--- src/rtl/fx2fp_pkg.sv ---
// Shared float32 constants, packed result type and leading-zero-count width helper
// for the fixed-point to float32 converter.
package fx2fp_pkg;

    localparam int unsigned FP32_EXP_BIAS = 127;
    localparam int unsigned FP32_MAN_W    = 23;
    localparam int unsigned FP32_EXP_W    = 8;

    typedef struct packed {
        logic                  sign;
        logic [FP32_EXP_W-1:0] exp;
        logic [FP32_MAN_W-1:0] man;
    } fp32_t;

    // Bits needed to hold a leading-zero count of 0..w inclusive.
    function automatic int unsigned lz_width(input int unsigned w);
        return $clog2(w + 1);
    endfunction

endpackage

--- src/rtl/fx2fp_pipe_lzc.sv ---
// Parametrised leading-zero counter; cnt = W and all_zero = 1 for an all-zero word.
module lzc
    import fx2fp_pkg::*;
#(
    parameter int unsigned W = 32
) (
    input  logic [W-1:0]             in_data,
    output logic [lz_width(W)-1:0]   cnt,
    output logic                     all_zero
);

    localparam int unsigned CW = lz_width(W);

    // Scan upward so the highest set bit is the last one to write cnt.
    always_comb begin
        cnt      = CW'(W);
        all_zero = 1'b1;
        for (int unsigned i = 0; i < W; i++) begin
            if (in_data[i]) begin
                cnt      = CW'(W - 1 - i);
                all_zero = 1'b0;
            end
        end
    end

endmodule

--- src/rtl/fx2fp_pipe.sv ---
// Three-stage fixed-point Q(WIDTH-FRAC_BITS).FRAC_BITS to float32 converter with valid/ready.
// Define FX2FP_RNE_EN for round-to-nearest-even; otherwise the magnitude is truncated.
module fx2fp_pipe
    import fx2fp_pkg::*;
#(
    parameter int unsigned WIDTH     = 32,
    parameter int unsigned FRAC_BITS = 16,
    parameter int unsigned SIGNED    = 1
) (
    input  logic             clk,
    input  logic             rst_n,
    input  logic             in_valid,
    output logic             in_ready,
    input  logic [WIDTH-1:0] in_data,
    output logic             out_valid,
    input  logic             out_ready,
    output logic [31:0]      out_data
);

    localparam int unsigned CW         = lz_width(WIDTH);
    localparam int unsigned XW         = WIDTH + FP32_MAN_W + 1;
    localparam int          EXP_OFFSET = int'(FP32_EXP_BIAS) + int'(WIDTH) - 1 - int'(FRAC_BITS);

    logic                  adv_c;
    logic                  s1_valid_q, s1_valid_d;
    logic                  s1_sign_q,  s1_sign_d;
    logic [WIDTH-1:0]      s1_mag_q,   s1_mag_d;
    logic                  s2_valid_q, s2_valid_d;
    logic                  s2_sign_q,  s2_sign_d;
    logic                  s2_zero_q,  s2_zero_d;
    logic [WIDTH-1:0]      s2_norm_q,  s2_norm_d;
    logic signed [8:0]     s2_exp_q,   s2_exp_d;
    logic                  out_valid_q, out_valid_d;
    fp32_t                 out_data_q,  out_data_d;
    logic [CW-1:0]         lz_cnt_c;
    logic                  lz_zero_c;
    logic [XW-1:0]         ext_c;
    logic [FP32_MAN_W-1:0] man_c;
    logic [FP32_MAN_W-1:0] man_r_c;
    logic                  round_carry_c;
    logic                  unused_top_c;

    // One global advance: the whole pipe moves whenever the output slot frees up.
    assign adv_c     = !out_valid_q || out_ready;
    assign in_ready  = adv_c;
    assign out_valid = out_valid_q;
    assign out_data  = out_data_q;

    lzc #(.W(WIDTH)) u_lzc (
        .in_data  (s1_mag_q),
        .cnt      (lz_cnt_c),
        .all_zero (lz_zero_c)
    );

    // S1: sign and magnitude; the WIDTH-bit negation maps the most-negative value to 2^(WIDTH-1).
    always_comb begin
        s1_valid_d = s1_valid_q;
        s1_sign_d  = s1_sign_q;
        s1_mag_d   = s1_mag_q;
        if (adv_c) begin
            s1_valid_d = in_valid;
            s1_sign_d  = (SIGNED != 0) && in_data[WIDTH-1];
            s1_mag_d   = s1_sign_d ? (~in_data + WIDTH'(1)) : in_data;
        end
    end

    // S2: normalise the leading one into the MSB and form the biased exponent.
    always_comb begin
        s2_valid_d = s2_valid_q;
        s2_sign_d  = s2_sign_q;
        s2_zero_d  = s2_zero_q;
        s2_norm_d  = s2_norm_q;
        s2_exp_d   = s2_exp_q;
        if (adv_c) begin
            s2_valid_d = s1_valid_q;
            s2_sign_d  = s1_sign_q;
            s2_zero_d  = lz_zero_c;
            s2_norm_d  = s1_mag_q << lz_cnt_c;
            s2_exp_d   = 9'(EXP_OFFSET - int'(lz_cnt_c));
        end
    end

    // S3: mantissa below the hidden one; zero padding covers words narrower than 24 bits.
    assign ext_c        = {s2_norm_q, {(FP32_MAN_W + 1){1'b0}}};
    assign man_c        = ext_c[XW-2 -: FP32_MAN_W];
    assign unused_top_c = ^{ext_c[XW-1], s2_exp_q[8]};

`ifdef FX2FP_RNE_EN
    logic guard_c;
    logic sticky_c;
    logic round_up_c;

    assign guard_c    = ext_c[XW-FP32_MAN_W-2];
    assign sticky_c   = |ext_c[XW-FP32_MAN_W-3:0];
    assign round_up_c = guard_c && (sticky_c || man_c[0]);
    assign {round_carry_c, man_r_c} = {1'b0, man_c} + (FP32_MAN_W + 1)'(round_up_c);
`else
    logic unused_lsb_c;

    assign round_carry_c = 1'b0;
    assign man_r_c       = man_c;
    assign unused_lsb_c  = ^ext_c[XW-FP32_MAN_W-2:0];
`endif

    always_comb begin
        out_valid_d = out_valid_q;
        out_data_d  = out_data_q;
        if (adv_c) begin
            out_valid_d = s2_valid_q;
            if (s2_zero_q) begin
                out_data_d = '0;
            end else begin
                out_data_d.sign = s2_sign_q;
                out_data_d.exp  = s2_exp_q[7:0] + 8'(round_carry_c);
                out_data_d.man  = man_r_c;
            end
        end
    end

    always_ff @(posedge clk) begin
        if (!rst_n) begin
            s1_valid_q  <= 1'b0;
            s1_sign_q   <= 1'b0;
            s1_mag_q    <= '0;
            s2_valid_q  <= 1'b0;
            s2_sign_q   <= 1'b0;
            s2_zero_q   <= 1'b0;
            s2_norm_q   <= '0;
            s2_exp_q    <= '0;
            out_valid_q <= 1'b0;
            out_data_q  <= '0;
        end else begin
            s1_valid_q  <= s1_valid_d;
            s1_sign_q   <= s1_sign_d;
            s1_mag_q    <= s1_mag_d;
            s2_valid_q  <= s2_valid_d;
            s2_sign_q   <= s2_sign_d;
            s2_zero_q   <= s2_zero_d;
            s2_norm_q   <= s2_norm_d;
            s2_exp_q    <= s2_exp_d;
            out_valid_q <= out_valid_d;
            out_data_q  <= out_data_d;
        end
    end

endmodule

--- config.mk ---
export PLATFORM = sky130hd
export DESIGN_NAME = fx2fp_pipe
export DESIGN_NICKNAME = d
export VERILOG_FILES = /design/src/rtl/fx2fp_pkg.sv /design/src/rtl/fx2fp_pipe_lzc.sv /design/src/rtl/fx2fp_pipe.sv
export SDC_FILE = /design/constraint.sdc
export NUM_CORES = 1
export LEC_CHECK = 0
export BUFFER_PORTS_ARGS = -buffer_cell sky130_fd_sc_hd__buf_2
export CORE_MARGIN = 1.5
export CORE_UTILIZATION = 30
export DETAILED_ROUTE_END_ITERATION = 6
export SLEW_MARGIN = 20
export SYNTH_ARGS = -nofsm -noshare
export SYNTH_HDL_FRONTEND = slang
export SYNTH_SLANG_ARGS = --single-unit
export TNS_END_PERCENT = 30
--- constraint.sdc ---
create_clock -name clk -period 3.5 [get_ports clk]
set_input_delay 0.175 -clock clk [delete_from_list [all_inputs] [get_ports clk]]
set_output_delay 0.175 -clock clk [all_outputs]
set_load 0.02 [all_outputs]
==> qor.csv, run 1 <==
metric;value;unit
clock_skew;12.5;ps
track_usage;0.164;
dpl_cell_area;7250;sq um
synthTopCellsByArea;dfxtp_1, nand2_1, mux2i_1, o211a_1, a21boi_0;
grt_pass1_vias;5527;
outcome;finished, final reports clean;
synth_ff_type;dfxtp_1;
routedWlPerCell;16.2;microns
numPortBuffers;69;
cp_max_fo;15;
crit_buf_inv;0;
path_common_cell;mux2i_1;
layout-drive-gt1-share;0.161;
fin_util;0.346;
rows;54;
tightest_slew;787;ps
ys_warn_count;0;
synth-seq-area-share;0.306;
hpwl;13600;microns
whs;81.8;ps
synth.avg_cell_area;8.03;sq um
wl;18500;microns
fin_area;7530;sq um
synth_top_area_frac;0.306;
setup_tns;0;ps
fmax;306;MHz
clock_sinks;101;
gpl.final_weighted_congestion;0.961;
start_kind;register;
slowest_stage;or4_4;
synthCells;824;
hold_violations;0;
clockBufferDepth;2;
p_leak;3.20;nW
drt_first_pass_iters;5;
cp-end-kind;register;
cts.hold.buffers_added;0;
dieHeight;152;microns
coreArea;21800;sq um
yosys.cell_types.count;74;
finalMaxSlewViolations;0;
fin_crit;3260;ps
async_flop_share;0;
clk_pin_slew;80;ps
n_antenna_cell;0;
drtAntennaViolNets;0;
slew_headroom;0.474;
numCtsBuffers;9;
setup_viol;0;
grt_overflow;0;
dpl_worst_slack;293;ps
rsz0062_at_grt;no;
syn-num-nets;862;
cap_violations;0;
drc;0;
p_per_area;492;nW/um^2
post_cts_buffers;0;
setup_ws;235;ps
grt_antenna_before_repair;0;
max-vdd-ir-drop;0.222;mV
holdCritPathClass;primary input to register;
clock_latency;350;ps
fp.dieW;152;microns
vias;6180;
crit_chain;or4_4, o211a_4, o21ai_4, nand2_2, mux2i_1, mux2i_1, mux4_2, nand2b_1, a32o_1;
setup.worst_path.class;register to register;
synth_largest_area_cell;dfxtp_1;
drt-initial-drc-count;512;
synth_edf_count;0;
area_growth;13.8;%
ios;70;
synth_area;6620;sq um
start_util;0.304;
period_share;0.933;
crit_required;3750;ps
die_area;23000;sq um
cts_tree;yes;
grt_max_degree;68;
post_cts_resize_count;0;
cts_max_level;3;
critPathArrivalTime;3520;ps
cts_root_buf;clkbuf_16;
viasPerCell;5.42;
path_delay_family;multiplexers;
cpPeakStageDelay;580;ps
synth_seq_cells;101;
nets;894;
grt_pass1_wl;29900;microns
-- cell usage in the layout (no fill, tap or decap), drive strengths merged, types with 7 or more instances in the layout --
cell / instances
buf: 97
a21boi: 40
nand2b: 9
inv: 17
nor4: 11
and2: 7
nor2: 40
o31ai: 12
nor3: 17
o211a: 32
mux2i: 37
nand2: 126
o211ai: 11
a21o: 8
or4: 9
nand3: 15
xor2: 28
a21oi: 34
dfxtp: 101
nand3b: 34
mux2: 9
a22o: 13
o21ai: 43
a221o: 8
clkbuf: 10
-- through the flow --
step,instances,total power [mW]
floorplan,824,2.35
global placement,1125,2.73
finish,1141,3.70
global route,1141,3.91
CTS,1141,3.71
detailed placement,1125,2.74
-- registers in the layout, indices dropped and copies added (netlist names) --
register and cells:
out_valid 1, s2_sign_q 1, s2_norm_q 23, s2_valid_q 1
s1_sign_q 1, s1_valid_q 1, s2_zero_q 1, s1_mag_q 32
s2_exp_q 8, out_data 32
-- logic make-up (layout without fill, tap and decap cells) --
group | Yosys count | after routing | share of synthesized area
buffers and inverters | 92 | 129 | 0.0580
AOI/OAI and AO/OA | 255 | 255 | 0.289
muxes | 47 | 47 | 0.0747
and+or+nand+nor | 295 | 295 | 0.227
xor gates and xnor gates | 32 | 32 | 0.0424
DFF | 101 | 101 | 0.306
adders and majority gates | 2 | 2 | 0.00378
-- Yosys cell counts (all sizes together) (6+ instances only) --
master	number
clkbuf	57
o31ai	12
o211ai	11
nand3	15
nor2	40
nor3	17
and3	6
nand3b	34
and2	7
a21o	8
o211a	32
nand2	126
a221o	8
a21oi	34
o21ai	43
nor4	11
dfxtp	101
mux2	9
o41ai	6
xor2	28
a22o	13
mux2i	37
inv	16
a21boi	40
or4	9
nand2b	9
buf	19
nand4	6
or3	6
a211oi	6
-- final timing paths --
kind | startpoint | to | slack (ps) | cells past startpoint
setup / recovery | s1_mag_q[4]$_SDFFE_PN0P_ | s2_norm_q[30]$_SDFFE_PN0P_ | 240 | 9
setup reg to reg | s1_mag_q[4]$_SDFFE_PN0P_ | s2_norm_q[30]$_SDFFE_PN0P_ | 240 | 9
hold reg to reg | out_data[6]$_SDFFE_PN0P_ | out_data[6]$_SDFFE_PN0P_ | 460 | 2
hold / removal | in_valid | s1_valid_q$_SDFFE_PN0P_ | 80 | 3
-- report_power, final --
part	switching (mW)	internal, mW	leakage (nW)
Clock	0.473	0.496	0.133
Sequential	0.139	1.30	0.833
Combinational	0.753	0.546	2.23
-- area by class of cell --
| class | instances | area, sq um |
|---|---|---|
| Fill cell | 2290 | 14200 |
| Multi-Input combinational cell | 631 | 4220 |
| Sequential cell | 101 | 2020 |
| Timing Repair Buffer | 97 | 593 |
| Tap cell | 280 | 350 |
| Clock buffer | 10 | 229 |
| Inverter | 16 | 61.3 |
| Clock inverter | 6 | 55.1 |
-- routing by layer --
metal,wire (microns),share of wire,up-vias,GRT usage
met5,0,0,-,0
met4,274,0.015,0,0.0490
met3,1150,0.062,16,0.0243
met2,7710,0.42,225,0.242
met1,9340,0.51,2851,0.243
li1,-,-,3088,-
-- worst register-to-register path, delay by kind of cell (launching register included) --
| family | cells | cell delay [ps] |
|---|---|---|
| muxes | 3 | 1050 |
| and+or+nand+nor | 3 | 990 |
| AOI/OAI and AO/OA | 3 | 730 |
| DFF | 1 | 400 |
Note: power is estimated with default switching activity, not from simulation.
==> inputs of run 2 (changes only) <==
==> constraint.sdc (replaced) <==
create_clock -name clk -period 3.5 [get_ports clk]
set_input_delay 0.35 -clock clk [delete_from_list [all_inputs] [get_ports clk]]
set_output_delay 0.35 -clock clk [all_outputs]
set_load 0.1 [all_outputs]
==> run 2 against run 1 <==
Design area is 0.75% higher. Routed wire length is 0.96% higher. Sequential share of layout area is 0.20 points lower. Total power is 9.3% higher. Utilization is 0.26 points higher. Worst setup slack better by 52 ps. Sequential power hardly changed. Worst hold slack better by 170 ps. Fmax is 1.6% higher. Global-route usage is 0.37 points higher. Critical endpoint is now s2_norm_q[21]$_SDFFE_PN0P_.
==> qor.csv, run 2 (synthesized netlist as in run 1, its figures left out) <==
metric;value;unit
grt_overflow;0;
post_cts_buffers;0;
fin_crit;3210;ps
clock_sinks;101;
crit_chain;or4_4, o211a_4, o21ai_4, nand2_2, buf_4, mux2i_1, mux2i_1, mux2_2, a211o_1, a22o_1;
slew_headroom;0.475;
die_area;23000;sq um
viasPerCell;5.41;
start_util;0.304;
netSwitchingFraction;0.398;
p_per_area;534;nW/um^2
start_kind;register;
gpl.final_weighted_congestion;0.908;
hold_violations;0;
outcome;finished, final reports clean;
power_frac_comb;0.383;
grt_pass1_wl;30300;microns
drc;0;
critPathArrivalTime;3470;ps
max-vdd-ir-drop;0.195;mV
tightest_slew;786;ps
setup.worst_path.class;register to register;
numCtsBuffers;9;
hpwl;13900;microns
fp.dieW;152;microns
cpPeakStageDelay;580;ps
grt_pass1_vias;5539;
layout.cells.most_common_list;nand2_1, dfxtp_1, buf_2, nor2_1, a21boi_0;
path_common_cell;mux2i_1;
setup_tns;0;ps
holdCritPathClass;primary input to register;
drt_first_pass_iters;5;
grt_antenna_before_repair;0;
track_usage;0.168;
clk_pin_slew;70;ps
area_growth;14.6;%
period_share;0.918;
dieHeight;152;microns
wl;18600;microns
fmax;311;MHz
ios;70;
cts_max_level;3;
seq_power_share;0.354;
cts.hold.buffers_added;0;
vias;6212;
clock_power_share;0.263;
intPower;2.43;mW
cap_violations;0;
drtAntennaViolNets;0;
rsz0062_at_grt;no;
crit_required;3760;ps
grt_max_degree;64;
final_common_cell;nand2_1;
p_leak;3.24;nW
hold_depth;3;
clock_skew;9.52;ps
cts_root_buf;clkbuf_16;
post_cts_resize_count;0;
slowest_stage;or4_4;
numPortBuffers;69;
layout-drive-gt1-share;0.170;
r2r_cells;10;
clockBufferDepth;2;
clock_latency;360;ps
setup_viol;0;
finalMaxSlewViolations;0;
path_depth;10;
rows;54;
power_switching;1.61;mW
cp-end-kind;register;
crit_buf_inv;1;
coreArea;21800;sq um
routedWlPerCell;16.2;microns
path_delay_family;compound AO/OA/AOI/OAI gates;
nets;902;
drt-initial-drc-count;466;
fin_util;0.349;
cp_max_fo;20;
cts_tree;yes;
n_antenna_cell;0;
[run 2: worst paths after layout]
kind                                                start                    endpoint  slack [ps]
worst min-delay path                             in_valid     s1_valid_q$_SDFFE_PN0P_         250
worst max register to register   s1_mag_q[4]$_SDFFE_PN0P_  s2_norm_q[21]$_SDFFE_PN0P_         290
worst min register to register  out_data[15]$_SDFFE_PN0P_   out_data[15]$_SDFFE_PN0P_         460
worst max-delay path             s1_mag_q[4]$_SDFFE_PN0P_  s2_norm_q[21]$_SDFFE_PN0P_         290
[run 2: worst register-to-register path, cell delays in order (launching register included)]
cell	delay [ps]
dfxtp_1	390
or4_4	580
o211a_4	290
o21ai_4	210
nand2_2	210
buf_4	290
mux2i_1	210
mux2i_1	140
mux2_2	300
a211o_1	290
a22o_1	200
[run 2: metrics by stage]
step	power, mW	hold WS [ps]	setup WS [ps]	cell area (sq um)	instances
global route	4.27	250	146	7590	1149
floorplan	2.59	427	603	6620	824
finish	4.05	252	287	7590	1149
detailed placement	2.99	448	260	7270	1133
CTS	4.07	247	307	7590	1149
global placement	2.98	444	300	7270	1133
[run 2: cell type report]
type                    instances  area (sq um)
well taps                     280           350
clock inverters                 6          78.8
repair buffers                105           616
clock buffers                  10           239
fillers                      2312         14200
inverters                      16          61.3
flip-flops and latches        101          2020
multi-input cells             631          4220
[run 2: routing by layer]
metal | up-vias | GRT usage | wire [microns]
li1 | 3100 | - | -
met1 | 2892 | 0.252 | 9650
met2 | 201 | 0.236 | 7570
met3 | 19 | 0.0329 | 1050
met4 | 0 | 0.0543 | 376
met5 | - | 0 | 0
[run 2: power by group through the flow]
stage | sequential, mW | clock (mW) | combinational (mW)
after global routing | 1.45 | 1.14 | 1.67
after CTS | 1.43 | 1.10 | 1.54
after detailed placement | 1.45 | 0 | 1.53
final | 1.43 | 1.07 | 1.55
after floorplan | 1.68 | 0 | 0.911
after global placement | 1.45 | 0 | 1.53
==> inputs of run 3 (changes only) <==
- HOLD_SLACK_MARGIN: default -> 0.08
- RECOVER_POWER: default -> 50
==> run 3 against run 2 <==
The flow now finishes with violations (capacitance limit, slew limit). Final cell count stayed put. Total power is 0.34% lower. Register-to-register slack worse by 20 ps. Via count hardly changed. Routed wire length about the same. Sequential share of layout area up 0.22 points. Die area stayed put. Utilization down 0.29 points. First-iteration DRC count shrank 1.1%. Flip-flop and latch count did not move. Worst setup slack got worse by 16 ps. Clock-buffer cell count did not move.
==> qor.csv, run 3 (synthesized netlist as in run 1, its figures left out) <==
metric;value;unit
area_growth;13.7;%
placed_cells;1133;
cp-end-kind;register;
layout.cells.non_filler;1149;
p_leak;3.09;nW
fin_total_pwr;4.03;mW
ios;70;
holdCritPathClass;primary input to register;
hpwl;13900;microns
fin_util;0.346;
start_util;0.304;
grt_pass1_wl;30300;microns
fmax;310;MHz
nets;902;
viasPerCell;5.41;
layout-drive-gt1-share;0.128;
fp.dieW;152;microns
outcome;finished, violations left;
crit_required;3750;ps
slew_headroom;-0.0911;
drtAntennaViolNets;0;
drt_first_pass_iters;5;
clock_latency;360;ps
setup_tns;0;ps
clockBufferDepth;2;
numPortBuffers;69;
hold_violations;0;
cp_max_fo;20;
cts_root_buf;clkbuf_16;
tightest_slew;1640;ps
post_cts_resize_count;0;
dieHeight;152;microns
violations;capacitance limit, slew limit;
clock_skew;7.42;ps
cts_tree;yes;
grt_pass1_vias;5539;
n_antenna_cell;0;
start_kind;register;
wl;18600;microns
cts_max_level;3;
grt_antenna_before_repair;0;
cts.hold.buffers_added;0;
critPathArrivalTime;3480;ps
routedWlPerCell;16.2;microns
final_common_cell;nand2_1;
layout.cells.most_common_list;nand2_1, dfxtp_1, nor2_1, a21boi_0, mux2i_1;
die_area;23000;sq um
finalMaxSlewViolations;39;
numCtsBuffers;9;
rows;54;
grt_overflow;0;
setup.worst_path.class;register to register;
drt-initial-drc-count;461;
coreArea;21800;sq um
period_share;0.923;
track_usage;0.168;
max-vdd-ir-drop;0.194;mV
p_per_area;536;nW/um^2
rsz0062_at_grt;no;
clk_pin_slew;70;ps
nFillCells;2339;
post_cts_buffers;0;
drc;0;
clock_sinks;101;
setup_viol;0;
fin_crit;3230;ps
cap_violations;1;
grt_max_degree;64;
gpl.final_weighted_congestion;0.908;
vias;6211;
-- run 3: worst paths after layout --
check,start,end,slack (ps),depth (start not counted)
max,s1_mag_q[4]$_SDFFE_PN0P_,s2_norm_q[21]$_SDFFE_PN0P_,270,10
min,in_valid,s1_valid_q$_SDFFE_PN0P_,260,3
max reg2reg,s1_mag_q[4]$_SDFFE_PN0P_,s2_norm_q[21]$_SDFFE_PN0P_,270,10
min reg2reg,s2_norm_q[11]$_SDFFE_PN0P_,s2_norm_q[11]$_SDFFE_PN0P_,460,2
-- run 3: metrics by stage --
step           hold slack [ps]  setup WS, ps  area (sq um)
6_report                   259           271          7520
5_1_grt                    255           146          7520
4_1_cts                    247           307          7590
3_5_place_dp               448           260          7270
3_3_place_gp               444           300          7270
2_1_floorplan              427           603          6620
-- run 3: cell type report --
type                            count  area (sq um)  area share
Clock inverter                      6          78.8      0.0105
Multi-Input combinational cell    631          4210       0.560
Sequential cell                   101          2020       0.269
Clock buffer                       10           239      0.0318
Tap cell                          280           350      0.0466
Inverter                           16          61.3     0.00815
Timing Repair Buffer              105           561      0.0745
-- run 3: report_power, final --
part	internal (mW)	switching [mW]	total, mW
clock network	0.589	0.475	1.06
logic	0.538	0.999	1.54
registers	1.30	0.137	1.43
total	2.42	1.61	4.03
-- run 3: metal layers --
metal	vias up	routed length (microns)	global-route usage
met5	-	0	0
met3	24	1150	0.0329
met1	2869	9610	0.252
met2	215	7480	0.236
met4	0	391	0.0543
li1	3103	-	-
-- run 3: critical path: stages, from the launching register on --
cell,delay [ps]
dfxtp_1,390
or4_4,570
o211a_4,290
o21ai_4,210
nand2_2,200
buf_4,290
mux2i_1,200
mux2i_1,160
mux2_2,310
a211o_1,290
a22o_1,200
